<file path="src/rtl/packet_former.sv">
// Packet framer: emits SYNC, channel byte, PAY_LEN payload bytes pulled from
// the selected FIFO, then an 8-bit additive checksum, with valid/ready handshake.
module packet_former #(
    parameter int          PAY_LEN   = 30,
    parameter logic [7:0]  SYNC_BYTE = 8'hA5
) (
    input  logic       clk,
    input  logic       rst_n,
    input  logic [1:0] rdy_cnl,
    output logic       next,
    input  logic [7:0] f1_dout,
    input  logic [7:0] f2_dout,
    input  logic [7:0] f3_dout,
    output logic       f1_rd,
    output logic       f2_rd,
    output logic       f3_rd,
    output logic [7:0] tx_data,
    output logic       tx_valid,
    input  logic       tx_ready,
    output logic       tx_sop,
    output logic       tx_eop
);

    localparam int CW = $clog2(PAY_LEN + 1);

    typedef enum logic [2:0] {WAIT, LATCH, SYNC, CHAN, RD, PAY, CSUM, DONE} state_t;

    state_t        state;
    logic          wait_cnt;
    logic [1:0]    code;
    logic [7:0]    csum;
    logic [CW-1:0] cnt;
    logic [7:0]    tx_reg;
    logic [7:0]    pay_byte;

    always_comb begin
        pay_byte = 8'h00;
        unique case (code)
            2'd1:    pay_byte = f1_dout;
            2'd2:    pay_byte = f2_dout;
            2'd3:    pay_byte = f3_dout;
            default: pay_byte = 8'h00;
        endcase
    end

    // FIFO data only arrives the cycle after the read strobe, so in PAY the
    // byte is presented straight from the FIFO, which holds it until the next read.
    always_comb begin
        tx_data = tx_reg;
        if (state == PAY)
            tx_data = pay_byte;
    end

    always_ff @(posedge clk or negedge rst_n) begin
        if (!rst_n) begin
            state    <= WAIT;
            wait_cnt <= 1'b0;
            code     <= '0;
            csum     <= '0;
            cnt      <= '0;
            tx_reg   <= '0;
            tx_valid <= 1'b0;
            tx_sop   <= 1'b0;
            tx_eop   <= 1'b0;
            next     <= 1'b0;
            f1_rd    <= 1'b0;
            f2_rd    <= 1'b0;
            f3_rd    <= 1'b0;
        end else begin
            unique case (state)
                WAIT: begin
                    if (wait_cnt) begin
                        wait_cnt <= 1'b0;
                        state    <= LATCH;
                    end else begin
                        wait_cnt <= 1'b1;
                    end
                end
                LATCH: begin
                    code     <= rdy_cnl;
                    csum     <= '0;
                    cnt      <= '0;
                    tx_reg   <= SYNC_BYTE;
                    tx_valid <= 1'b1;
                    tx_sop   <= 1'b1;
                    state    <= SYNC;
                end
                SYNC: begin
                    if (tx_ready) begin
                        tx_reg <= {6'b0, code};
                        tx_sop <= 1'b0;
                        state  <= CHAN;
                    end
                end
                CHAN: begin
                    if (tx_ready) begin
                        csum     <= {6'b0, code};
                        tx_valid <= 1'b0;
                        f1_rd    <= (code == 2'd1);
                        f2_rd    <= (code == 2'd2);
                        f3_rd    <= (code == 2'd3);
                        state    <= RD;
                    end
                end
                RD: begin
                    f1_rd    <= 1'b0;
                    f2_rd    <= 1'b0;
                    f3_rd    <= 1'b0;
                    tx_valid <= 1'b1;
                    state    <= PAY;
                end
                PAY: begin
                    if (tx_ready) begin
                        csum <= csum + pay_byte;
                        cnt  <= cnt + 1'b1;
                        if (cnt == CW'(PAY_LEN - 1)) begin
                            tx_reg <= csum + pay_byte;
                            tx_eop <= 1'b1;
                            state  <= CSUM;
                        end else begin
                            tx_valid <= 1'b0;
                            f1_rd    <= (code == 2'd1);
                            f2_rd    <= (code == 2'd2);
                            f3_rd    <= (code == 2'd3);
                            state    <= RD;
                        end
                    end
                end
                CSUM: begin
                    if (tx_ready) begin
                        tx_valid <= 1'b0;
                        tx_eop   <= 1'b0;
                        next     <= 1'b1;
                        state    <= DONE;
                    end
                end
                DONE: begin
                    next  <= 1'b0;
                    state <= WAIT;
                end
                default: state <= WAIT;
            endcase
        end
    end

endmodule

</file>
<file path="config.mk">
export PLATFORM = sky130hd
export DESIGN_NAME = packet_former
export DESIGN_NICKNAME = d
export VERILOG_FILES = /design/src/rtl/packet_former.sv
export SDC_FILE = /design/constraint.sdc
export NUM_CORES = 1
export LEC_CHECK = 0
export ABC_AREA = 1
export ABC_CLOCK_PERIOD_IN_PS = 2400
export BUFFER_PORTS_ARGS = -buffer_cell sky130_fd_sc_hd__buf_2
export CAP_MARGIN = 20
export CORE_MARGIN = 2
export CORE_UTILIZATION = 55
export CTS_CLUSTER_DIAMETER = 200
export DETAILED_ROUTE_END_ITERATION = 6
export GPL_ROUTABILITY_DRIVEN = 0
export GPL_TIMING_DRIVEN = 0
export PLACE_DENSITY = 0.76
export SYNTH_ARGS = -nofsm -noshare
export SYNTH_HDL_FRONTEND = slang
export SYNTH_SLANG_ARGS = --single-unit
export TNS_END_PERCENT = 30
</file>
<file path="constraint.sdc">
create_clock -name clk -period 2.4 [get_ports clk]
set_input_delay 0.48 -clock clk [delete_from_list [all_inputs] [get_ports clk]]
set_output_delay 0.48 -clock clk [all_outputs]
set_load 0.005 [all_outputs]
</file>
# After elaboration in Yosys (flattened, before gate mapping)
# Index checks and enable logic that the tools add are counted.
# word_totals
ff_bits,34
input_bits,29
out_inout_bits,15
wordCells,94
# op_classes
n_addsub,2
eq_ne,19
muxes,40
reduce_logical,20
# ops
operator,n
$pmux W8 S3,3
$mux W8,5
$pmux W3 S8,1
$mux W1,16
$reduce_and A4 Y1,4
$mux W3,5
$eq A3 B3 Y1 const B,4
$ne A2 B2 Y1 const B,6
$pmux W1 S3,4
$reduce_bool A3 Y1,4
$pmux W5 S2,1
$add A8 B8 Y8,1
$reduce_bool A2 Y1,4
$eq A3 B2 Y1 const B,2
$pmux W1 S2,3
$reduce_and A2 Y1,3
$add A5 B1 Y5 const B,1
$eq A5 B5 Y1 const B,1
$mux W5,1
$reduce_and A5 Y1,1
$eq A2 B2 Y1 const B,2
$ne A2 B1 Y1 const B,2
$reduce_or A2 Y1,2
$eq A3 B1 Y1 const B,1
4 further kinds,4

# Logic depth before layout (Yosys ltp)
# logic_depth
depth_word,6
depth_mapped,14
depth_no_buf,14

# Worst setup path before layout
# No wires, ideal clock.
# synth_timing
path_type,reg-to-reg
start,reg code[0]
end,reg csum[4]
setup_time_ps,83
t_arrival_ps,1847
required_time_ps,2317
setup_slack_ps,471
stages_incl_launch_ff,13
path_buffers,0
cell_sequence,dfrtp_1 > inv_1 > nand2_1 > inv_1 > nand2_1 > nand3_1 > ha_1 > fa_1 > nand3_1 > nand2_1 > a21oi_1 > o21ai_0 > o21ai_0
# synth_between
elab_chain_len,5
# synth_rtl
item,line,text
start: declaration,30,logic [1:0] code;
start signal: assignment,80,code <= rdy_cnl;
$eq A2 B2 Y1 / $eq A2 B1 Y1 (equally long branches),38,unique case (code)
$pmux W8 S3 (*),38,
$add A8 B8 Y8 (*),114,csum <= csum + pay_byte;
$mux W8 (*),113,if (tx_ready) begin
$pmux W8 S3 (*),70,unique case (state)
end signal: assignment,97,"csum <= {6'b0, code};"
end signal: assignment,114,
end: declaration,31,logic [7:0] csum;
# Mark *: on every way between the ends. The rest lies on a longest branch, timed or not. The select of a mux whose other input is x is not followed.
# A chain may end at the register's enable or synchronous reset.

# Final worst setup path
# layout_timing
start,reg state[1]
end,out tx_data[1]
# layout_between
elab_chain_len,2
# layout_rtl
item,line,text
start: declaration,28,state_t state;
start signal: assignment,56,state <= WAIT;
start signal: assignment,74,state <= LATCH;
start signal: assignment,86,state <= SYNC;
$eq A3 B3 Y1,50,if (state == PAY)
$mux W8,50,
end: declaration,17,"output logic [7:0] tx_data,"
# No other way between the ends.

==> metrics <==
Synth Register Bits 34; R2R setup slack 170 ps; Worst R2R Path Depth 10; antenna violations before repair 0; initial DRC count 93; Tcrit/Tclk final 92.95%; Initial Util 56.59%; clock root cell clkbuf_8; grt total ovfl 0; internal power 1.746 mW; largest net degree at the start of global routing 35; Reg power frac 29.3%; cell row count 23; Post-Route Skew 12.27 ps; logic gate share of total power 57.9%; most area-consuming cells after synthesis dfrtp_1 (38%), nand2_1 (17%), o21ai_0 (7.0%), nand3_1 (6.5%), ha_1 (5.6%); pre-CTS WS 104.8 ps; worst reg2reg startpoint code[0]$_DFFE_PN0P_; CTS tree done; Async SR Flop Fraction 100.0%; worst slew pin tran 746.7 ps; number of distinct library cells after synthesis 30; top cells by count, synth nand2_1 (103), dfrtp_1 (34), inv_1 (31), o21ai_0 (31), nand3_1 (29); Worst Setup EP tx_data[1]; Hold Crit Class input pin to asynchronous set/reset pin; crit-path max FO 10; layout cells sized above 1 22.10%; Max Fclk 0.4483 GHz; switching share of total power 48.52%; area leader, netlist dfrtp_1; IR drop worst, VDD 0.9239 mV; share of the yosys chip area belonging to registers 38.14%; Final Setup Violations 0; total CTS buffers 5; DR vias/cell 5.124; Fin. Hold Viols 0; area grow syn2layout 17.05%; gr usage total 24.11%; DRC violations left 0; fin crit period 2231 ps; clk sinks 34; DIE WIDTH 67.69 µm; Clock Latency Late Sink 290 ps; fin worst setup slack 169.3 ps; Setup crit end kind output port; Routed Antenna Nets 0; setup TNS 0 ps; most numerous cell in the Yosys netlist nand2_1; drt pass-1 iters 4; Critical Path Start state[1]$_DFFE_PN0P_; number of global-route vias before repair 1866; Post-synth EDFFs 0; critical path class flop to output port; clock-pin slew on the worst setup and hold paths 80 ps; H-Tree Depth 2; global-route wire length before repair 8.135 mm; dpl cells 403; die area 4582 µm²; Clk network pwr share 12.8%; Avg Cell Area, Syn 7.196 µm²; Mapped Area 2231 µm²; Pwr per Cell Area 1299 nW/µm²; non-filler cells, final 412; worst endpoint required time 1920 ps; vias 2111; Routed WL 5.125 mm; unrepaired setup endpoints after global routing yes; RR Endpoint csum[3]$_DFFE_PN0P_; Synth top area share 38.14%; Worst slew margin 50.22%; Port Buf Inserts 43; Syn Inst Count 310; hpwl dp 3.939 mm; synth warn 0; leakage power 1.375 nW; Wirelength per Cell 12.44 µm; Die Span Y 67.69 µm; I/O pin cnt 44; Slew Limit Fails 0; startpoint type of the worst setup path flop; CTS max path bufs 2; Switching Power 1.646 mW; Post-Syn Nets 350; Final Core Density 66.23%; Top FF cell, synth dfrtp_1; Antenna Cells 0; Max Cap Viol 0; Hold-fix buffers, CTS 0; total core area 3943 µm²; outcome complete, no violations; nets@finish 401; Worst EP arrival 1750 ps
[cell type report]
| cell class | count | area (µm²) |
|---|---|---|
| Fill cell | 354 | 1331 |
| Clock buffer | 7 | 86.33 |
| Timing Repair Buffer | 44 | 222.7 |
| Tap cell | 50 | 62.56 |
| Clock inverter | 1 | 5.005 |
| Sequential cell | 34 | 852.1 |
| Multi-Input combinational cell | 236 | 1220 |
| Buffer | 3 | 21.27 |
| Inverter | 37 | 141.4 |
[through the flow]
step / total power [mW] / hold slack, ps / area [µm²]
global route: 3.751 / 321.2 / 2611
global placement: 2.888 / 463.1 / 2509
detailed placement: 2.935 / 463.9 / 2509
finish: 3.391 / 256.0 / 2611
floorplan: 2.406 / 184.4 / 2231
CTS: 3.382 / 286.2 / 2600
[kinds of logic (layout without fill, tap and decap cells)]
| kind of cell | count (synthesis) | after routing | share of synthesized area, % |
|---|---|---|---|
| flip-flops | 34 | 34 | 38.14 |
| AND/OR/NAND/NOR | 169 | 169 | 34.27 |
| adder cells (fa/ha/maj) | 11 | 11 | 6.506 |
| AO/OA/AOI/OAI | 54 | 54 | 13.01 |
| buffers and inverters | 40 | 92 | 7.291 |
| XOR/XNOR | 2 | 2 | 0.7853 |
[cells in the final DEF (no fill, tap or decap), drive strengths merged]
cell | synthesis | final
nand2b | 1 | 1
o211ai | 1 | 1
clkinv | 1 | 2
o22ai | 2 | 2
fa | 1 | 1
inv | 36 | 36
nand2 | 108 | 108
a21oi | 16 | 16
o21ai | 34 | 34
nor2 | 21 | 21
nor3 | 3 | 3
dfrtp | 34 | 34
ha | 10 | 10
nand3 | 29 | 29
or2 | 1 | 1
nand4 | 6 | 6
buf | 3 | 47
xnor2 | 2 | 2
clkbuf | 0 | 7
a2bb2oi | 1 | 1
[worst max-delay path, cell delays in order, from the launching register on]
cell	delay, ps
dfrtp_1	450
inv_1	120
nand2_2	100
nor2_4	250
buf_2	270
nand2_1	70
o21ai_0	70
buf_2	130
[worst min path at each step]
stage          depth (start not counted)  slack, ps                  from                   end
2_1_floorplan                          0        180                 rst_n    cnt[0]$_DFFE_PN0P_
3_3_place_gp                           1        460  wait_cnt$_DFFE_PN0N_  wait_cnt$_DFFE_PN0N_
3_5_place_dp                           1        460  wait_cnt$_DFFE_PN0N_  wait_cnt$_DFFE_PN0N_
4_1_cts                                1        290                 rst_n   csum[7]$_DFFE_PN0P_
5_1_grt                                1        320                 rst_n   csum[7]$_DFFE_PN0P_
6_report                               1        260                 rst_n   csum[7]$_DFFE_PN0P_
[power groups by stage]
stage               Sequential [mW]  Combinational, mW  Clock, mW
CTS                           0.991               1.95      0.444
finish                        0.995               1.96      0.434
global route                   1.03               2.25      0.468
global placement              0.992               1.90          0
floorplan                     0.973               1.43          0
detailed placement             1.00               1.93          0
[what timing repair did]
action	CTS	global route
buffers inserted	0	1
hold endpoints to repair	0	0
resized for setup	0	7
setup endpoints to repair	0	11
[metal layers]
layer / track usage, % / vias to the layer above / share of wire, %
met4: 6.888 / 0 / 1.2
met2: 41.05 / 48 / 46
li1: - / 1114 / -
met3: 4.500 / 6 / 4.5
met1: 31.11 / 943 / 49
met5: 0 / - / 0
(Power assumes the default switching activity.)
